**src/rtl/config_shift_loader.sv**
```systemverilog
// Feeds one configuration chain: takes words over valid/ready, shifts them out LSB-first
// with cen, then pulses set once exactly CHAIN_LEN bits have gone out.
module config_shift_loader #(
   parameter int WORD_W    = 8,
   parameter int CHAIN_LEN = 20,
   parameter int CNT_W     = $clog2(CHAIN_LEN + 1)
) (
   input  logic              clk,
   input  logic              rst,
   input  logic              start,
   input  logic              word_valid,
   input  logic [WORD_W-1:0] word_data,
   output logic              word_ready,
   output logic              cen,
   output logic              shift_out,
   output logic              set_out,
   output logic              busy,
   output logic              done,
   output logic [CNT_W-1:0]  bits_left,
   output logic [2:0]        state_dbg
);

   // Handshake: a word transfers on a rising edge where word_valid and word_ready are both 1;
   // word_ready is registered and only high in LOAD, so the source may hold valid at any time.
   typedef enum logic [2:0] {
      S_IDLE  = 3'd0,
      S_LOAD  = 3'd1,
      S_SHIFT = 3'd2,
      S_SET   = 3'd3,
      S_DONE  = 3'd4
   } state_t;

   localparam logic [CNT_W-1:0] CHAIN_LEN_C = CNT_W'(CHAIN_LEN);
   localparam logic [CNT_W-1:0] ONE         = CNT_W'(1);

   state_t            state, state_n;
   logic [WORD_W-1:0] sr_q, sr_n;
   logic [CNT_W-1:0]  wcnt_q, wcnt_n;
   logic [CNT_W-1:0]  bits_n;

   assign state_dbg = state;

   always_comb begin
      state_n = state;
      sr_n    = sr_q;
      wcnt_n  = wcnt_q;
      bits_n  = bits_left;
      case (state)
         S_IDLE, S_DONE: begin
            if (start) begin
               state_n = S_LOAD;
               bits_n  = CHAIN_LEN_C;
            end
         end
         S_LOAD: begin
            if (word_valid && word_ready) begin
               sr_n    = word_data;
               // A short final word only shifts the bits the chain still needs.
               wcnt_n  = (32'(bits_left) <= WORD_W) ? bits_left : CNT_W'(WORD_W);
               state_n = S_SHIFT;
            end
         end
         S_SHIFT: begin
            sr_n   = sr_q >> 1;
            wcnt_n = wcnt_q - ONE;
            bits_n = bits_left - ONE;
            if (bits_left == ONE)
               state_n = S_SET;
            else if (wcnt_q == ONE)
               state_n = S_LOAD;
         end
         S_SET:   state_n = S_DONE;
         default: state_n = S_IDLE;
      endcase
   end

   // Outputs are registered from the next-state values so they line up with the state register.
   always_ff @(posedge clk or negedge rst) begin
      if (!rst) begin
         state      <= S_IDLE;
         sr_q       <= '0;
         wcnt_q     <= '0;
         bits_left  <= '0;
         word_ready <= 1'b0;
         cen        <= 1'b0;
         shift_out  <= 1'b0;
         set_out    <= 1'b0;
         busy       <= 1'b0;
         done       <= 1'b0;
      end else begin
         state      <= state_n;
         sr_q       <= sr_n;
         wcnt_q     <= wcnt_n;
         bits_left  <= bits_n;
         word_ready <= (state_n == S_LOAD);
         cen        <= (state_n == S_SHIFT);
         shift_out  <= (state_n == S_SHIFT) && sr_n[0];
         set_out    <= (state_n == S_SET);
         busy       <= (state_n == S_LOAD) || (state_n == S_SHIFT) || (state_n == S_SET);
         done       <= (state_n == S_DONE);
      end
   end

endmodule

```
**config.mk**
```make
export PLATFORM = sky130hd
export DESIGN_NAME = config_shift_loader
export DESIGN_NICKNAME = d
export VERILOG_FILES = /design/src/rtl/config_shift_loader.sv
export SDC_FILE = /design/constraint.sdc
export NUM_CORES = 1
export LEC_CHECK = 0
export BUFFER_PORTS_ARGS = -buffer_cell sky130_fd_sc_hd__buf_2
export CORE_UTILIZATION = 53
export DETAILED_ROUTE_END_ITERATION = 8
export GPL_ROUTABILITY_DRIVEN = 1
export PLACE_DENSITY = 0.79
export SYNTH_ARGS = -nofsm -noshare
export SYNTH_HDL_FRONTEND = slang
export SYNTH_SLANG_ARGS = --single-unit
```
**constraint.sdc**
```tcl
create_clock -name clk -period 1.9 [get_ports clk]
set_input_delay 0.19 -clock clk [delete_from_list [all_inputs] [get_ports clk]]
set_output_delay 0.19 -clock clk [all_outputs]
set_load 0.01 [all_outputs]
```
# After elaboration in Yosys (flattened, before gate mapping)
# Index checks and enable logic that the tools add are counted.
[op_classes]
n_addsub = 2
order_cmp = 1
n_eq_ne = 12
mux = 12
reduce_logical = 10
[ops]
columns = ["operator", "n"]
rows = [
  ["$pmux W5 S2", 2],
  ["$pmux W8 S2", 1],
  ["$mux W5", 3],
  ["$eq A3 B2 Y1 const B", 4],
  ["$mux W3", 4],
  ["$pmux W3 S4", 1],
  ["$eq A5 B1 Y1 const B", 2],
  ["$sub A5 B1 Y5 const B", 2],
  ["$mux W8", 1],
  ["$eq A3 B1 Y1 const B", 2],
  ["$eq A3 B3 Y1 const B", 2],
  ["$le A5 B4 Y1 const B", 1],
  ["$ne A2 B2 Y1 const B", 2],
  ["$reduce_and A2 Y1", 2],
  ["$reduce_bool A2 Y1", 2],
  ["$logic_not A3 Y1", 1],
  ["$logic_and A1 B1 Y1", 2],
  ["$logic_or A1 B1 Y1", 2],
  ["$reduce_or A2 Y1", 1],
]
[totals]
reg_bits = 27
input_bits = 12
output_inout_bits = 14
elab_cells = 48

# Depth between registers and ports, before layout
[logic_depth]
word_depth = 7
depth_mapped = 6
ltp_nobuf = 6

# Worst setup path before layout
# No wires, ideal clock.
[synth_path]
kind = "register to register"
from = "reg bits_left[1]"
to = "reg shift_out"
setup_ps = 94
arrival_time_ps = 1701
required_time_ps = 1806
path_slack_ps = 105
path_stages_with_launch = 7
path_buffers = 0
period_less_slack_ps = 1795
path_cell_list = "dfrtp_1 -> inv_1 -> ha_1 -> or4b_2 -> a21oi_1 -> nor2_1 -> nor4b_4"
[synth_between]
elab_chain_cells = 5
[synth_rtl]
columns = ["item", "line", "source"]
rows = [
  ["start: declaration", "19", "output logic [CNT_W-1:0] bits_left,"],
  ["start signal: assignment", "94", "bits_left <= bits_n;"],
  ["$eq A5 B1 Y1", "67", "if (bits_left == ONE)"],
  ["$mux W3", "67", ""],
  ["$pmux W3 S4", "48", "case (state)"],
  ["$eq A3 B2 Y1", "97", "shift_out <= (state_n == S_SHIFT) && sr_n[0];"],
  ["$logic_and A1 B1 Y1", "97", ""],
  ["end signal: assignment", "97", ""],
  ["end: declaration", "15", "output logic shift_out,"],
]
# No other way between the ends.
# A chain may end at the register's enable or synchronous reset.

# Final worst setup path
[layout_path]
from = "reg bits_left[0]"
to = "reg wcnt_q[1]"
[layout_between]
elab_chain_cells = 4
[layout_rtl]
columns = ["item", "line", "source"]
rows = [
  ["$le A5 B4 Y1", "59", "wcnt_n = (32'(bits_left) <= WORD_W) ? bits_left : CNT_W'(WORD_W);"],
  ["$mux W5", "59", ""],
  ["$mux W5", "56", "if (word_valid && word_ready) begin"],
  ["$pmux W5 S2", "48", ""],
  ["end signal: assignment", "93", "wcnt_q <= wcnt_n;"],
  ["end: declaration", "38", "logic [CNT_W-1:0] wcnt_q, wcnt_n;"],
]
# No other way between the ends. The select of a mux whose other input is x is not followed.

==> summary.md <==
| Metric | Value |
|---|---|
| GRT overflow | 0 |
| Clock slew at reported path FFs | about 150 ps |
| Slew @ Worst Pin | 586.3 ps |
| Fmax | approximately 570 MHz |
| HP Class | input pin to register |
| Required time worst endpoint | 2180 ps |
| Layout Skew | 4.072 ps |
| Synth top area share | 51.82% |
| Drt via density | about 5.6 |
| Period minus WS final | 1765 ps |
| Syn_nets | 148 |
| DRC violation total after the first TritonRoute iteration | 33 |
| Met1 GRT Util | 31.61% |
| CP Capture Type | register |
| Initial antenna violation count | 0 |
| Area contributors post-synth | dfrtp_1 (52%), nand2_1 (8.1%), ha_1 (4.8%) |
| CTS H-Tree Depth | 1 |
| CTS tree | done |
| CTS Buffer Depth | 2 |
| Die height | around 52 um |
| Antenna Nets Post-Route | 0 |
| Critical path cell sequence | buf_4 -> inv_1 -> ha_1 -> nand2b_1 -> a2111oi_0 -> buf_4 -> a2bb2oi_1 -> mux2i_1 |
| Post CTS Setup Buffer Count | 0 |
| Worst-Skew Late Latency | around 340 ps |
| Slew headroom | 60.50% |
| Gr usage total | 24.40% |
| Drt first pass iters | 4 |
| Layout fillers | about 180 |
| Unrepaired setup endpoints after global routing | false |
| Final GP Congestion | between 0.8 and 0.9 |
| Routed length per placed instance | 15.13 um |
| Crit-path max FO | 6 |
| Number of global-route vias before repair | 1013 |
| Unique cell type count in the Yosys netlist | 32 |
| Synth cell count leaders | nand2_1 (28), dfrtp_1 (27), nor2_1 (13), nand3_1 (6), o21ai_0 (6) |
| Synthesized flop and latch total | 27 |
| Area of the mapped netlist | 0.001304 mm2 |
| Ports | 26 |
| Pwr/cell area | 1425 mW/mm2 |
| GR Layer Usage met3 | under 10% |
| Met2 Use GR | 39.61% |
| Share of cells above drive strength 1 | approximately 28% |
| Worst Setup Start Kind | register |
| Die width | between 50 and 60 um |
| ANT cells | 0 |
| Drt drc | 0 |
| Yosys Warn Count | 0 |
| Count of final hold-check violations | 0 |
| Worst path most repeated cell | buf_4 |
| Starting density of the core | 57.82% |
| Max cap viols | 0 |
| Root buffer cell | clkbuf_4 |
| Pin count of the biggest net entering global routing | 28 |
| Most common cell in the synthesized netlist | nand2_1 |
| Crit path kind | register to register |
| WHS | 35.76 ps |
| Row count | 17 |
| Post-synth top area cell | dfrtp_1 |
| DPL Wire Length | 2048 um |
| Worst vdd ir | 901.8 uV |
| Clk sink count | 27 |
| Final net count | 185 |
| Register Area | ~680 um2 |
| DIE AREA | 0.002662 mm2 |
| Crit path largest cell delay | 430 ps |
| First-pass GRT wire length | about 4600 um |
| Syn Area/Cell | 9.952 um2 |
| Crit-path slowest cell | a2111oi_0 |
| Total number of vias | about 1100 |
| Core Area | ~0.0023 mm2 |
| DRT Wirelength | roughly 3000 um |
| Final setup viols | 0 |
| Synth-to-Final Area Change | 20.54% |
| Final worst-path cycle share | 92.92% |
| Leakage | 0.0007638 uW |
| Synthesized instance count | 131 |
| Total CTS buffers | 3 |
| CP arrival | 2040 ps |
| Seq/Total Area, Yosys | 51.82% |
| Number of port buffers | 25 |
| Async S/R FF share, synth | 100.0% |
| Max-slew violations | 0 |
| Outcome | finished clean |
| R2R depth | 8 |
| Post-synth EDFFs | 0 |
| Busiest grt layer | met2 |
| Setup TNS Final | 0 ps |
| Hold Path Depth | 3 |
| Multi-input gate area | between 500 and 600 um2 |
| Most used DFF post-synth | dfrtp_1 |
## metrics by stage
| stage | setup slack, ps | total power (uW) | cells | area, um2 | utilization [%] |
|---|---|---|---|---|---|
| 3_3_place_gp | 145.1 | 1893 | 190 | 1515 | 67.20 |
| 5_1_grt | 28.12 | 2402 | 195 | 1572 | 69.70 |
| 3_5_place_dp | 73.15 | 1949 | 190 | 1515 | 67.20 |
| 2_1_floorplan | 104.8 | 1587 | 131 | 1304 | - |
| 4_1_cts | 43.97 | 2218 | 195 | 1555 | 68.98 |
| 6_report | 134.6 | 2239 | 195 | 1572 | 69.70 |
## path summary, 6_finish.rpt
| kind | slack (ps) | end | from |
|---|---|---|---|
| worst min-delay path | 40 | sr_q[6] | word_data[6] |
| worst max-delay path | 130 | wcnt_q[1] | bits_left[0] |
| min in group asynchronous | 360 | wcnt_q[1] | rst |
| worst min register to register | 510 | sr_q[6] | sr_q[7] |
| worst max register to register | 130 | wcnt_q[1] | bits_left[0] |
| max in group asynchronous | 1150 | wcnt_q[2] | rst |
## final cells by class
| type | instances | area share [%] |
|---|---|---|
| Clock buffer | 3 | 1.433 |
| Clock inverter | 1 | 0.4777 |
| Inverter | 5 | 1.194 |
| Multi-Input combinational cell | 94 | 37.82 |
| Sequential cell | 27 | 42.99 |
| Tap cell | 28 | 2.229 |
| Timing Repair Buffer | 37 | 13.85 |
## routing by layer
layer,part of all wire [%],wire length [um]
met5,0,0
met2,49,1449
met4,4.0,119
met1,42,1253
met3,4.3,127
## layout by cell type (no fill, tap or decap), types with 2 or more instances in the layout
| master | n |
|---|---|
| a32oi_1 | 2 |
| and2_1 | 2 |
| buf_2 | 25 |
| buf_4 | 11 |
| clkbuf_4 | 3 |
| dfrtp_1 | 27 |
| ha_1 | 5 |
| inv_1 | 5 |
| mux2i_1 | 5 |
| nand2_1 | 28 |
| nand2b_1 | 3 |
| nand3_1 | 6 |
| nor2_1 | 12 |
| nor3_1 | 2 |
| nor3b_1 | 2 |
| o21a_1 | 3 |
| o21ai_0 | 6 |
## kinds of logic after synthesis
family / share of synthesized area [%]
simple gates: 25.72
flops: 51.82
compound gates: 9.310
buf+inv: 3.839
xor+xnor: 0.6719
mux: 3.839
fa+ha+maj: 4.798
## flip-flops by register name, summed over array words and instances (netlist names)
signal      count
busy            1
done            1
bits_left       5
state_dbg       3
set_out         1
word_ready      1
sr_q            8
cen             1
wcnt_q          5
shift_out       1
## power by group
part	total, uW	leakage [uW]	internal [uW]	switching, uW
clock network	264	0.0000139	81.0	183
logic	995	0.000414	452	543
registers	980	0.000336	801	179
## worst max-delay path, delay by kind of cell (launching register included)
kind	cells	cell delay, ps
compound gates	2	490
fa+ha+maj	1	160
buf+inv	3	440
flops	1	420
mux	1	140
simple gates	1	50
## what timing repair did
action | CTS | global route
gates resized for setup | 0 | 4
setup endpoints to repair | 0 | 2
endpoints found under the hold margin | 27 | 0
hold buffers | 1 | 0
Note: power is estimated with default switching activity, not from simulation.
